[src/rtl/pulse_sync_mc.sv]
// Multi-channel asynchronous pulse/level synchroniser with glitch filter,
// selectable edge detector and saturating per-channel event counters.
module pulse_sync_mc #(
  parameter int CH          = 4,
  parameter int SYNC_STAGES = 2,
  parameter int FILT        = 2,
  parameter int CNT_W       = 8
) (
  input  logic                  clk,
  input  logic                  rst,
  input  logic [CH-1:0]         pulse_in,
  input  logic [1:0]            mode,
  input  logic                  cnt_clr,
  output logic [CH-1:0]         dout,
  output logic [CH-1:0]         level,
  output logic [CH*CNT_W-1:0]   cnt,
  output logic [CH-1:0]         ovf
);

  localparam int             FW      = (FILT > 1) ? $clog2(FILT) : 1;
  localparam logic [FW-1:0]  F_MAX   = FW'(FILT - 1);
  localparam logic [CNT_W-1:0] CNT_MAX = '1;

  genvar gi;
  generate
    for (gi = 0; gi < CH; gi++) begin : g_ch
      logic [SYNC_STAGES-1:0] sync_q, sync_d;
      logic [FW-1:0]          f_q, f_d;
      logic                   level_q, level_d;
      logic                   dout_q, dout_d;
      logic [CNT_W-1:0]       cnt_q, cnt_d;
      logic                   ovf_q, ovf_d;
      logic                   s;

      assign s = sync_q[SYNC_STAGES-1];

      always_comb begin
        sync_d  = {sync_q[SYNC_STAGES-2:0], pulse_in[gi]};
        f_d     = f_q;
        level_d = level_q;
        dout_d  = 1'b0;
        if (s == level_q) begin
          f_d = '0;
        end else if (f_q != F_MAX) begin
          f_d = f_q + FW'(1);
        end else begin
          // New value has held long enough: accept it and qualify the edge
          f_d     = '0;
          level_d = s;
          case (mode)
            2'b00:   dout_d = s;
            2'b01:   dout_d = ~s;
            2'b10:   dout_d = 1'b1;
            default: dout_d = 1'b0;
          endcase
        end
      end

      always_comb begin
        cnt_d = cnt_q;
        ovf_d = ovf_q;
        if (cnt_clr) begin
          cnt_d = '0;
          ovf_d = 1'b0;
        end else if (dout_q) begin
          if (cnt_q == CNT_MAX) begin
            ovf_d = 1'b1;
          end else begin
            cnt_d = cnt_q + CNT_W'(1);
            // Flag saturation as soon as the counter reaches its ceiling
            if (cnt_q == CNT_MAX - CNT_W'(1)) ovf_d = 1'b1;
          end
        end
      end

      always_ff @(posedge clk) begin
        if (rst) begin
          sync_q  <= '0;
          f_q     <= '0;
          level_q <= 1'b0;
          dout_q  <= 1'b0;
          cnt_q   <= '0;
          ovf_q   <= 1'b0;
        end else begin
          sync_q  <= sync_d;
          f_q     <= f_d;
          level_q <= level_d;
          dout_q  <= dout_d;
          cnt_q   <= cnt_d;
          ovf_q   <= ovf_d;
        end
      end

      assign dout[gi]                  = dout_q;
      assign level[gi]                 = level_q;
      assign cnt[gi*CNT_W +: CNT_W]    = cnt_q;
      assign ovf[gi]                   = ovf_q;
    end
  endgenerate

endmodule
[config.mk]
export PLATFORM = sky130hd
export DESIGN_NAME = pulse_sync_mc
export DESIGN_NICKNAME = d
export VERILOG_FILES = /design/src/rtl/pulse_sync_mc.sv
export SDC_FILE = /design/constraint.sdc
export NUM_CORES = 1
export LEC_CHECK = 0
export BUFFER_PORTS_ARGS = -buffer_cell sky130_fd_sc_hd__buf_2
export CAP_MARGIN = 10
export CORE_ASPECT_RATIO = 1.75
export CORE_MARGIN = 2
export CORE_UTILIZATION = 49
export CTS_BUF_LIST = sky130_fd_sc_hd__clkbuf_4 sky130_fd_sc_hd__clkbuf_8 sky130_fd_sc_hd__clkbuf_16
export CTS_CLUSTER_SIZE = 40
export DETAILED_ROUTE_END_ITERATION = 8
export PLACE_DENSITY = 0.75
export SYNTH_ARGS = -nofsm -noshare
export SYNTH_HDL_FRONTEND = slang
export SYNTH_SLANG_ARGS = --single-unit
[constraint.sdc]
create_clock -name clk -period 1.5 [get_ports clk]
set_clock_uncertainty 0.05 [all_clocks]
set_input_delay 0.075 -clock clk [delete_from_list [all_inputs] [get_ports clk]]
set_output_delay 0.075 -clock clk [all_outputs]
set_load 0.01 [all_outputs]
==> results of run 1 <==
==> final cells by class <==
type	count	area [um^2]	share of cell area
Sequential cell	56	1130	0.355
Clock inverter	1	30.0	0.00946
Tap cell	55	68.8	0.0217
Multi-Input combinational cell	199	1340	0.422
Clock buffer	6	76.3	0.0240
Inverter	8	30.0	0.00946
Timing Repair Buffer	83	503	0.158
==> synth_stat cells <==
| cell type | count |
|---|---|
| inv_1 | 8 |
| and4_2 | 1 |
| and3_1 | 3 |
| xnor2_1 | 1 |
| clkbuf_1 | 3 |
| and4_1 | 7 |
| or2_2 | 1 |
| a311oi_1 | 2 |
| nor2_1 | 11 |
| o41ai_1 | 1 |
| or4_1 | 2 |
| nand3_1 | 16 |
| a41oi_1 | 4 |
| or2_0 | 1 |
| o31ai_1 | 2 |
| a31oi_1 | 7 |
| buf_4 | 12 |
| nand2b_1 | 8 |
| nor3_1 | 12 |
| nand2_1 | 22 |
| and2_1 | 1 |
| buf_2 | 5 |
| o21a_1 | 4 |
| a21bo_2 | 1 |
| a211oi_1 | 14 |
| a21oi_1 | 11 |
| o311ai_0 | 1 |
| and3b_1 | 4 |
| o22ai_1 | 4 |
| nor4bb_1 | 1 |
| nor4_1 | 1 |
| o21ai_0 | 9 |
| o211a_1 | 3 |
| ha_1 | 8 |
| or3_1 | 6 |
| nor2b_1 | 9 |
| nand3_2 | 1 |
| mux2i_1 | 14 |
| dfxtp_1 | 56 |
| nand4_1 | 5 |
| nand2_2 | 1 |
==> metal layers <==
metal	wire length (um)	up-vias	track usage
met5	0	-	0
met1	2350	1129	0.223
met3	172	8	0.0309
met4	88	0	0.0699
li1	-	1171	-
met2	3240	44	0.388
==> kinds of logic after synthesis <==
group                      count (synthesis)
AOI/OAI and AO/OA                         63
and+or+nand+nor                          113
DFF                                       56
xor gates and xnor gates                   1
buffers and inverters                     28
adders and majority gates                  8
muxes                                     14
==> power groups by stage <==
stage | clock network [mW] | registers [mW] | logic (mW)
after detailed placement | 0 | 1.54 | 0.0906
after global routing | 1.04 | 1.51 | 0.108
final | 0.974 | 1.51 | 0.0987
after floorplan | 0 | 1.54 | 0.0563
after CTS | 0.995 | 1.51 | 0.0983
after global placement | 0 | 1.54 | 0.0893
==> state kept, by name, indices dropped and copies added, names as in the netlist <==
signal / count
g_ch.cnt_q: 32
g_ch.sync_q: 8
g_ch.dout_q: 4
g_ch.f_q: 4
g_ch.level_q: 4
g_ch.ovf_q: 4
==> worst register-to-register path, stage by stage, from the launching register on <==
cell and delay [ps]:
dfxtp_1 370, ha_4 200, or4_1 520, o211a_1 210
==> repair_timing <==
action                     CTS  global route
hold buffers                 4             0
gates resized for setup      0             5
setup endpoints to repair    0             5
hold endpoints to repair     4             0
==> worst paths after layout <==
kind	startpoint	endpoint	slack [ps]	cells after the start
max	g_ch[1].cnt_q[1]	g_ch[1].cnt_q[7]	60	3
max reg2reg	g_ch[1].cnt_q[1]	g_ch[1].cnt_q[7]	60	3
min	rst	g_ch[3].cnt_q[5]	50	3
min reg2reg	g_ch[1].sync_q[0]	g_ch[1].sync_q[1]	400	1
==> impl_metrics.prom, run 1 <==
# TYPE chip_impl_metric gauge
chip_impl_metric{name="finalWorstSetupSlack",unit="ps"} 56.5
chip_impl_metric{name="timing.setup.tns",unit="ps"} 0
chip_impl_metric{name="rows",unit=""} 35
chip_impl_metric{name="p_comb_frac",unit=""} 0.038
chip_impl_metric{name="final_hold_viols",unit=""} 0
chip_impl_metric{name="layout-area-overhead-vs-synth",unit="%"} 22.8
chip_impl_metric{name="post-route-period-util",unit=""} 0.962
chip_impl_metric{name="swShare",unit=""} 0.204
chip_impl_info{name="root_buffer",value="clkbuf_8"} 1
chip_impl_metric{name="post_drt_wl_per_cell",unit="um"} 14.3
chip_impl_metric{name="synth_fa_ha_area_frac",unit=""} 0.0387
chip_impl_metric{name="pre_cts_slack",unit="ps"} 26.7
chip_impl_metric{name="grt_usage",unit=""} 0.206
chip_impl_metric{name="h-tree-depth",unit=""} 2
chip_impl_metric{name="max_cap_viol_count",unit=""} 0
chip_impl_metric{name="power_per_cell_area",unit="mW/mm^2"} 812
chip_impl_metric{name="worstPathBufferInverterCount",unit=""} 0
chip_impl_metric{name="synth_mux_area_frac",unit=""} 0.0542
chip_impl_metric{name="worst-slew-pin-transition",unit="ps"} 417
chip_impl_metric{name="finish.utilization",unit=""} 0.615
chip_impl_metric{name="route.antenna.remaining_nets",unit=""} 0
chip_impl_metric{name="layout-drive-gt1-share",unit=""} 0.278
chip_impl_info{name="worst_path_max_delay_cell",value="or4_1"} 1
chip_impl_info{name="yosysTopAreaCell",value="dfxtp_1"} 1
chip_impl_info{name="violations",value="DRC"} 1
chip_impl_metric{name="via_to_cell_ratio",unit=""} 5.76
chip_impl_metric{name="drtPass1Iterations",unit=""} 6
chip_impl_metric{name="worst-endpoint-arrival",unit="ps"} 1610
chip_impl_info{name="most-common-layout-cells",value="dfxtp_1, buf_2, buf_4"} 1
chip_impl_metric{name="globalRoute.totalOverflow",unit=""} 0
chip_impl_metric{name="first_global_vias",unit=""} 2185
chip_impl_metric{name="setup-violations-final",unit=""} 0
chip_impl_metric{name="placed_cells",unit=""} 397
chip_impl_info{name="timing.critical_path.max_delay_family",value="simple AND/OR/NAND/NOR gates"} 1
chip_impl_metric{name="floorplan.initialDensity",unit=""} 0.500
chip_impl_info{name="tritoncts",value="yes"} 1
chip_impl_metric{name="detailedPlacementHpwl",unit="mm"} 4.32
chip_impl_metric{name="synth_fp_nets",unit=""} 300
chip_impl_info{name="worstPathCellList",value="ha_4, or4_1, o211a_1"} 1
chip_impl_metric{name="synth_compound_area_frac",unit=""} 0.166
chip_impl_metric{name="instances_no_fill",unit=""} 408
chip_impl_metric{name="place.port_buffers",unit=""} 52
chip_impl_metric{name="die-height",unit="um"} 100
chip_impl_info{name="worstHoldPathType",value="input port to flip-flop"} 1
chip_impl_metric{name="grt_start_max_net_pins",unit=""} 25
chip_impl_metric{name="cts.clk_slew.worst_paths",unit="ps"} 100
chip_impl_metric{name="drt_first_iter_violations",unit=""} 78
chip_impl_metric{name="power_report.internal_total",unit="mW"} 2.05
chip_impl_metric{name="clock_insertion_delay_worst_skew",unit="ps"} 310
chip_impl_metric{name="fmax",unit="MHz"} 693
chip_impl_metric{name="slew_violations",unit=""} 0
chip_impl_metric{name="hold_slack",unit="ps"} 49.4
chip_impl_metric{name="post_synth_and_or_nand_nor_area_fraction",unit=""} 0.244
chip_impl_metric{name="synth.ff_latch_count",unit=""} 56
chip_impl_metric{name="p_switching",unit="uW"} 526
chip_impl_metric{name="timing.final.crit_period",unit="ps"} 1440
chip_impl_metric{name="cts_inserted_buffers",unit=""} 5
chip_impl_metric{name="power_leakage",unit="nW"} 1.35
chip_impl_info{name="unrepaired_setup_endpoints_after_global_routing",value="no"} 1
chip_impl_info{name="setup.worst_path.start_class",value="flip-flop"} 1
chip_impl_metric{name="vdd.ir_drop.worst",unit="V"} 0.000722
chip_impl_info{name="outcome",value="finished with violations"} 1
chip_impl_metric{name="drt_wl_total",unit="mm"} 5.85
chip_impl_metric{name="layout.cell_area.non_filler",unit="mm^2"} 0.00318
chip_impl_metric{name="worstPathRequired",unit="ps"} 1660
chip_impl_metric{name="cts_num_sinks",unit=""} 56
chip_impl_info{name="timing.critical_path.to_type",value="flip-flop"} 1
chip_impl_info{name="crit_type",value="flip-flop to flip-flop"} 1
chip_impl_metric{name="synthesis.instances",unit=""} 283
chip_impl_metric{name="vias",unit=""} 2352
chip_impl_metric{name="antenna_found_initial",unit=""} 0
chip_impl_info{name="synth_top_family_by_area",value="simple AND/OR/NAND/NOR gates"} 1
chip_impl_metric{name="synthXorXnorAreaFrac",unit=""} 0.00339
chip_impl_metric{name="yosys_warnings",unit=""} 0
chip_impl_metric{name="core_region_area",unit="mm^2"} 0.00517
chip_impl_metric{name="floorplan.die_area",unit="mm^2"} 0.00590
chip_impl_metric{name="antenna_diode_count",unit=""} 0
chip_impl_metric{name="yosys.cell_types.count",unit=""} 41
chip_impl_metric{name="synth_area",unit="mm^2"} 0.00259
chip_impl_metric{name="routabilityCongestion",unit=""} 0.860
chip_impl_info{name="synth_top_cells_by_area",value="dfxtp_1, mux2i_1, a211oi_1, ha_1, buf_4"} 1
chip_impl_metric{name="global_route_wire_length_before_repair",unit="mm"} 9.56
chip_impl_metric{name="synth-seq-area-share",unit=""} 0.433
chip_impl_metric{name="worstPathMaxFanout",unit=""} 8
chip_impl_metric{name="power_share_of_the_clock_group",unit=""} 0.378
chip_impl_metric{name="io_pins",unit=""} 53
chip_impl_metric{name="slew-limit-headroom",unit=""} 0.719
chip_impl_metric{name="syn_area_per_cell",unit="um^2"} 9.14
chip_impl_metric{name="remaining_drc_errors",unit=""} 2
chip_impl_metric{name="critical_path.max_stage_delay",unit="ps"} 510
chip_impl_metric{name="die_w",unit="um"} 58.9
chip_impl_metric{name="cts_setup_buffers",unit=""} 0
chip_impl_metric{name="nNetsFinal",unit=""} 370
chip_impl_metric{name="placement.cell_area",unit="mm^2"} 0.00301
chip_impl_metric{name="synthDominantCellAreaShare",unit=""} 0.433
chip_impl_metric{name="ctsLongestPathBuffers",unit=""} 2
chip_impl_metric{name="power_frac_seq",unit=""} 0.584
chip_impl_metric{name="nFillCells",unit=""} 464
chip_impl_metric{name="total_power",unit="mW"} 2.58
(Power assumes the default switching activity.)
==> run 2, diff against run 1 <==
--- a/config.mk
+++ b/config.mk
@@ -8,7 +8,6 @@
 export BUFFER_PORTS_ARGS = -buffer_cell sky130_fd_sc_hd__buf_2
 export CAP_MARGIN = 10
 export CORE_ASPECT_RATIO = 1.75
-export CORE_MARGIN = 2
 export CORE_UTILIZATION = 49
 export CTS_BUF_LIST = sky130_fd_sc_hd__clkbuf_4 sky130_fd_sc_hd__clkbuf_8 sky130_fd_sc_hd__clkbuf_16
 export CTS_CLUSTER_SIZE = 40
==> constraint.sdc (replaced) <==
create_clock -name clk -period 1.5 [get_ports clk]
set_clock_uncertainty 0.05 [all_clocks]
set_input_delay 0.225 -clock clk [delete_from_list [all_inputs] [get_ports clk]]
set_output_delay 0.225 -clock clk [all_outputs]
set_load 0.01 [all_outputs]
==> run 2 against run 1 <==
Compared with the run above: the flow still finishes with violations (DRC); sequential share of layout area rose by 0.80 points; critical path depth did not move; first-iteration DRC count rose by 63%; via count fell by 0.21%; critical endpoint unchanged; largest power group unchanged.
==> impl_metrics.prom, run 2 (same netlist as run 1, synthesis figures left out) <==
# TYPE chip_impl_metric gauge
chip_impl_info{name="outcome",value="finished with violations"} 1
chip_impl_info{name="violations",value="DRC"} 1
chip_impl_metric{name="power_leakage",unit="nW"} 1.32
chip_impl_info{name="tritoncts",value="yes"} 1
chip_impl_metric{name="cts_inserted_buffers",unit=""} 5
chip_impl_metric{name="grt_usage",unit=""} 0.207
chip_impl_info{name="timing.critical_path.to_type",value="flip-flop"} 1
chip_impl_metric{name="via_to_cell_ratio",unit=""} 5.85
chip_impl_metric{name="power_per_cell_area",unit="mW/mm^2"} 803
chip_impl_metric{name="final_hold_viols",unit=""} 0
chip_impl_metric{name="worst-slew-pin-transition",unit="ps"} 403
chip_impl_metric{name="instances_no_fill",unit=""} 401
chip_impl_metric{name="remaining_drc_errors",unit=""} 8
chip_impl_metric{name="ctsLongestPathBuffers",unit=""} 2
chip_impl_metric{name="routabilityCongestion",unit=""} 0.850
chip_impl_metric{name="max_cap_viol_count",unit=""} 0
chip_impl_info{name="worstHoldPathType",value="input port to flip-flop"} 1
chip_impl_metric{name="antenna_diode_count",unit=""} 0
chip_impl_metric{name="antenna_found_initial",unit=""} 0
chip_impl_metric{name="cts.clk_slew.worst_paths",unit="ps"} 100
chip_impl_metric{name="first_global_vias",unit=""} 2146
chip_impl_metric{name="slew_violations",unit=""} 0
chip_impl_metric{name="worstPathRequired",unit="ps"} 1660
chip_impl_metric{name="die-height",unit="um"} 98.1
chip_impl_metric{name="total_power",unit="mW"} 2.50
chip_impl_metric{name="placed_cells",unit=""} 393
chip_impl_info{name="crit_type",value="flip-flop to flip-flop"} 1
chip_impl_metric{name="worstPathMaxFanout",unit=""} 8
chip_impl_info{name="unrepaired_setup_endpoints_after_global_routing",value="yes"} 1
chip_impl_metric{name="vias",unit=""} 2347
chip_impl_info{name="root_buffer",value="clkbuf_8"} 1
chip_impl_info{name="top_regs",value="g_ch.cnt_q (32), g_ch.sync_q (8)"} 1
chip_impl_info{name="mostFrequentLayoutCell",value="buf_2"} 1
chip_impl_metric{name="detailedPlacementHpwl",unit="mm"} 4.21
chip_impl_metric{name="io_pins",unit=""} 53
chip_impl_metric{name="rows",unit=""} 34
chip_impl_metric{name="core_region_area",unit="mm^2"} 0.00502
chip_impl_metric{name="setup-violations-final",unit=""} 0
chip_impl_metric{name="clock_insertion_delay_worst_skew",unit="ps"} 310
chip_impl_metric{name="post_drt_wl_per_cell",unit="um"} 13.9
chip_impl_metric{name="nNetsFinal",unit=""} 363
chip_impl_metric{name="h-tree-depth",unit=""} 2
chip_impl_metric{name="drt_wl_total",unit="mm"} 5.59
chip_impl_metric{name="floorplan.die_area",unit="mm^2"} 0.00558
chip_impl_metric{name="timing.final.crit_period",unit="ps"} 1460
chip_impl_metric{name="cts_hold_buf",unit=""} 0
chip_impl_metric{name="worst-endpoint-arrival",unit="ps"} 1620
chip_impl_metric{name="drtPass1Iterations",unit=""} 6
chip_impl_metric{name="die_w",unit="um"} 56.9
chip_impl_metric{name="floorplan.initialDensity",unit=""} 0.515
chip_impl_metric{name="global_route_wire_length_before_repair",unit="mm"} 9.15
chip_impl_metric{name="flip_flop_count_of_the_largest_register_after_layout",unit=""} 32
chip_impl_metric{name="layout-area-overhead-vs-synth",unit="%"} 20.2
chip_impl_metric{name="place.port_buffers",unit=""} 52
chip_impl_info{name="most-common-layout-cells",value="buf_2, dfxtp_1, buf_4"} 1
chip_impl_metric{name="cts_num_sinks",unit=""} 56
chip_impl_metric{name="cts_setup_buffers",unit=""} 0
chip_impl_metric{name="placement.cell_area",unit="mm^2"} 0.00299
chip_impl_metric{name="vdd.ir_drop.worst",unit="V"} 0.000871
chip_impl_metric{name="fmax",unit="MHz"} 687
chip_impl_info{name="largest_register",value="g_ch.cnt_q"} 1
chip_impl_metric{name="grt_start_max_net_pins",unit=""} 17
chip_impl_metric{name="route.antenna.remaining_nets",unit=""} 0
chip_impl_info{name="setup.worst_path.start_class",value="flip-flop"} 1
chip_impl_metric{name="rrSetupSlack",unit="ps"} 40
chip_impl_metric{name="globalRoute.totalOverflow",unit=""} 0
chip_impl_metric{name="drt_first_iter_violations",unit=""} 127
chip_impl_metric{name="layout-drive-gt1-share",unit=""} 0.282
chip_impl_metric{name="slew-limit-headroom",unit=""} 0.729
chip_impl_metric{name="layout.cell_area.non_filler",unit="mm^2"} 0.00311
chip_impl_metric{name="nFillCells",unit=""} 457
chip_impl_metric{name="post-route-period-util",unit=""} 0.971
[run 2: layer usage]
layer  part of all wire  up-vias  wire [um]  track usage
met5                  0        -          0            0
met4              0.020        0        114        0.107
met3              0.040       11        224       0.0344
met2               0.54       61       3030        0.384
met1               0.40     1116       2220        0.215
li1                   -     1159          -            -
[run 2: what timing repair did]
action	in CTS	in global routing
endpoints found under the hold margin	0	0
resized for setup	0	8
endpoints found under the setup margin	0	8
[run 2: final timing paths]
| path | start | endpoint | cells past startpoint |
|---|---|---|---|
| max reg2reg | g_ch[1].cnt_q[0] | g_ch[1].cnt_q[7] | 3 |
| min reg2reg | g_ch[0].sync_q[0] | g_ch[0].sync_q[1] | 1 |
| max | g_ch[1].cnt_q[0] | g_ch[1].cnt_q[7] | 3 |
| min | pulse_in[1] | g_ch[1].sync_q[0] | 2 |
[run 2: cell type report]
cell class | count | area [um^2] | share of cell area
clock buffer | 8 | 104 | 0.0334
inverter | 8 | 30.0 | 0.00966
multi-input combinational | 199 | 1340 | 0.430
sequential | 56 | 1130 | 0.363
tap | 54 | 67.6 | 0.0217
timing repair buffer | 76 | 440 | 0.142
[run 2: stage by stage]
step	worst slack [ps]	hold slack [ps]	setup TNS [ps]	utilization
3_3_place_gp	48.7	367	0	0.595
5_1_grt	-11.1	73.6	-11.1	0.619
3_5_place_dp	39.0	381	0	0.595
4_1_cts	22.3	73.6	0	0.616
6_report	43.7	74.6	0	0.619
2_1_floorplan	4.40	303	0	-
[run 2: critical path, cell delays in order (launching register included)]
cell	delay [ps]
dfxtp_2	360
ha_2	230
or4_1	520
o211a_1	210
[run 2: power breakdown]
group	switching, mW	internal (mW)
clock	0.459	0.440
combinational	0.0516	0.0405
sequential	0.00787	1.50
total	0.518	1.98
==> run 3, diff against run 2 <==
--- a/config.mk
+++ b/config.mk
@@ -5,7 +5,7 @@
 export SDC_FILE = /design/constraint.sdc
 export NUM_CORES = 1
 export LEC_CHECK = 0
-export BUFFER_PORTS_ARGS = -buffer_cell sky130_fd_sc_hd__buf_2
+export BUFFER_PORTS_ARGS = -buffer_cell sky130_fd_sc_hd__buf_4
 export CAP_MARGIN = 10
 export CORE_ASPECT_RATIO = 1.75
 export CORE_UTILIZATION = 49
==> run 3 against run 2 <==
Compared with the run above: the flow still finishes with violations (DRC); maximum frequency rose by 0.65%; sequential cell count did not move; clock power fell by 1%; die area did not move.
==> impl_metrics.prom, run 3 (same netlist as run 1, synthesis figures left out) <==
# TYPE chip_impl_metric gauge
chip_impl_info{name="outcome",value="finished with violations"} 1
chip_impl_info{name="violations",value="DRC"} 1
chip_impl_metric{name="flip_flop_count_of_the_largest_register_after_layout",unit=""} 32
chip_impl_info{name="timing.critical_path.max_delay_family",value="simple AND/OR/NAND/NOR gates"} 1
chip_impl_metric{name="worstPathBufferInverterCount",unit=""} 0
chip_impl_metric{name="final_hold_viols",unit=""} 0
chip_impl_metric{name="antenna_found_initial",unit=""} 0
chip_impl_metric{name="worst-slew-pin-transition",unit="ps"} 450
chip_impl_metric{name="drtPass1Iterations",unit=""} 6
chip_impl_info{name="worstHoldPathType",value="input port to flip-flop"} 1
chip_impl_metric{name="ctsLongestPathBuffers",unit=""} 2
chip_impl_info{name="root_buffer",value="clkbuf_8"} 1
chip_impl_metric{name="global_route_wire_length_before_repair",unit="mm"} 10.1
chip_impl_metric{name="critical_path.max_stage_delay",unit="ps"} 520
chip_impl_info{name="worst_hold_path_startpoint",value="pulse_in[3]"} 1
chip_impl_info{name="worst_path_max_delay_cell",value="or4_1"} 1
chip_impl_metric{name="routabilityCongestion",unit=""} 0.854
chip_impl_metric{name="power_per_cell_area",unit="mW/mm^2"} 763
chip_impl_metric{name="grt_start_max_net_pins",unit=""} 17
chip_impl_info{name="timing.critical_path.to_type",value="flip-flop"} 1
chip_impl_metric{name="die-height",unit="um"} 98.1
chip_impl_metric{name="worstPathRequired",unit="ps"} 1670
chip_impl_metric{name="remaining_drc_errors",unit=""} 9
chip_impl_metric{name="cts_inserted_buffers",unit=""} 5
chip_impl_info{name="worstPathCellList",value="ha_4, or4_1, o211a_1"} 1
chip_impl_metric{name="nNetsFinal",unit=""} 368
chip_impl_info{name="tritoncts",value="yes"} 1
chip_impl_info{name="largest_register",value="g_ch.cnt_q"} 1
chip_impl_metric{name="vdd.ir_drop.worst",unit="V"} 0.000781
chip_impl_metric{name="antenna_diode_count",unit=""} 0
chip_impl_info{name="top_regs",value="g_ch.cnt_q (32), g_ch.sync_q (8)"} 1
chip_impl_metric{name="rows",unit=""} 34
chip_impl_info{name="crit_type",value="flip-flop to flip-flop"} 1
chip_impl_info{name="critPathLaunch",value="g_ch[0].cnt_q[0]"} 1
chip_impl_metric{name="placed_cells",unit=""} 398
chip_impl_metric{name="place.port_buffers",unit=""} 52
chip_impl_metric{name="power_leakage",unit="nW"} 1.34
chip_impl_metric{name="slew-limit-headroom",unit=""} 0.698
chip_impl_metric{name="timing.final.crit_period",unit="ps"} 1450
chip_impl_metric{name="layout-drive-gt1-share",unit=""} 0.290
chip_impl_metric{name="detailedPlacementHpwl",unit="mm"} 4.51
chip_impl_metric{name="core_region_area",unit="mm^2"} 0.00502
chip_impl_metric{name="timing.setup.tns",unit="ps"} 0
chip_impl_metric{name="route.antenna.remaining_nets",unit=""} 0
chip_impl_info{name="worst_r2r_startpoint",value="g_ch[0].cnt_q[0]"} 1
chip_impl_metric{name="floorplan.initialDensity",unit=""} 0.515
chip_impl_metric{name="floorplan.die_area",unit="mm^2"} 0.00558
chip_impl_metric{name="h-tree-depth",unit=""} 2
chip_impl_metric{name="cts_num_sinks",unit=""} 56
chip_impl_metric{name="layout-area-overhead-vs-synth",unit="%"} 26.4
chip_impl_metric{name="die_w",unit="um"} 56.9
chip_impl_metric{name="drt_first_iter_violations",unit=""} 125
chip_impl_info{name="unrepaired_setup_endpoints_after_global_routing",value="no"} 1
chip_impl_info{name="setup.worst_path.start_class",value="flip-flop"} 1
chip_impl_metric{name="vias",unit=""} 2383
chip_impl_metric{name="worst-endpoint-arrival",unit="ps"} 1620
chip_impl_metric{name="clock_insertion_delay_worst_skew",unit="ps"} 320
chip_impl_metric{name="first_global_vias",unit=""} 2317
chip_impl_metric{name="via_to_cell_ratio",unit=""} 5.87
chip_impl_metric{name="io_pins",unit=""} 53
chip_impl_metric{name="setup-violations-final",unit=""} 0
chip_impl_info{name="mostFrequentLayoutCell",value="buf_4"} 1
chip_impl_metric{name="worstPathMaxFanout",unit=""} 8
chip_impl_metric{name="globalRoute.totalOverflow",unit=""} 0
chip_impl_metric{name="slew_violations",unit=""} 0
chip_impl_metric{name="instances_no_fill",unit=""} 406
chip_impl_metric{name="max_cap_viol_count",unit=""} 0
chip_impl_metric{name="fmax",unit="MHz"} 691
chip_impl_metric{name="post-route-period-util",unit=""} 0.965
chip_impl_metric{name="grt_usage",unit=""} 0.225
chip_impl_metric{name="cts.clk_slew.worst_paths",unit="ps"} 100
chip_impl_info{name="most-common-layout-cells",value="buf_4, dfxtp_1, nand2_1"} 1
chip_impl_metric{name="post_drt_wl_per_cell",unit="um"} 15.0
chip_impl_metric{name="drt_wl_total",unit="mm"} 6.09
[run 3: area by class of cell]
| class | instances | area [um^2] |
|---|---|---|
| inverter | 8 | 30.0 |
| timing repair buffer | 81 | 608 |
| tap | 54 | 67.6 |
| fill | 453 | 1750 |
| sequential | 56 | 1130 |
| multi-input combinational | 199 | 1330 |
| clock inverter | 1 | 7.51 |
| clock buffer | 7 | 90.1 |
[run 3: where the power goes]
| part | switching, mW | internal, mW |
|---|---|---|
| Combinational | 0.0549 | 0.0472 |
| Clock | 0.492 | 0.395 |
| Sequential | 0.00763 | 1.50 |
| Total | 0.555 | 1.94 |
[run 3: worst reg2reg max path, stage by stage, from the launching register on]
cell and delay [ps]:
dfxtp_4 390, ha_4 190, or4_1 520, o211a_1 210
[run 3: worst paths after layout]
check | cells past startpoint | slack, ps | to
min | 2 | 80 | g_ch[3].sync_q[0]
max reg2reg | 3 | 50 | g_ch[0].cnt_q[7]
max | 3 | 50 | g_ch[0].cnt_q[7]
min reg2reg | 1 | 400 | g_ch[1].sync_q[1]
[run 3: routing by layer]
layer / up-vias / track usage / wire [um]
met2: 59 / 0.430 / 3300
met5: - / 0 / 0
met1: 1142 / 0.230 / 2420
li1: 1169 / - / -
met3: 13 / 0.0344 / 210
met4: 0 / 0.103 / 148
[run 3: timing repair]
action                     in CTS  in global routing
setup buffers                   0                  0
setup endpoints to repair       0                  5
hold buffers                    0                  0
gates resized for setup         0                  7
[run 3: through the flow]
| step | power [mW] | setup slack, ps | util | cell area (um^2) | hold WS [ps] |
|---|---|---|---|---|---|
| 6_report | 2.49 | 53.0 | 0.651 | 3270 | 75.9 |
| 2_1_floorplan | 1.60 | 4.40 | - | 2610 | 303 |
| 3_3_place_gp | 1.64 | 73.6 | 0.629 | 3160 | 368 |
| 3_5_place_dp | 1.64 | 41.9 | 0.629 | 3160 | 378 |
| 4_1_cts | 2.51 | 27.0 | 0.648 | 3250 | 77.8 |
| 5_1_grt | 2.58 | 3.49 | 0.651 | 3270 | 82.0 |
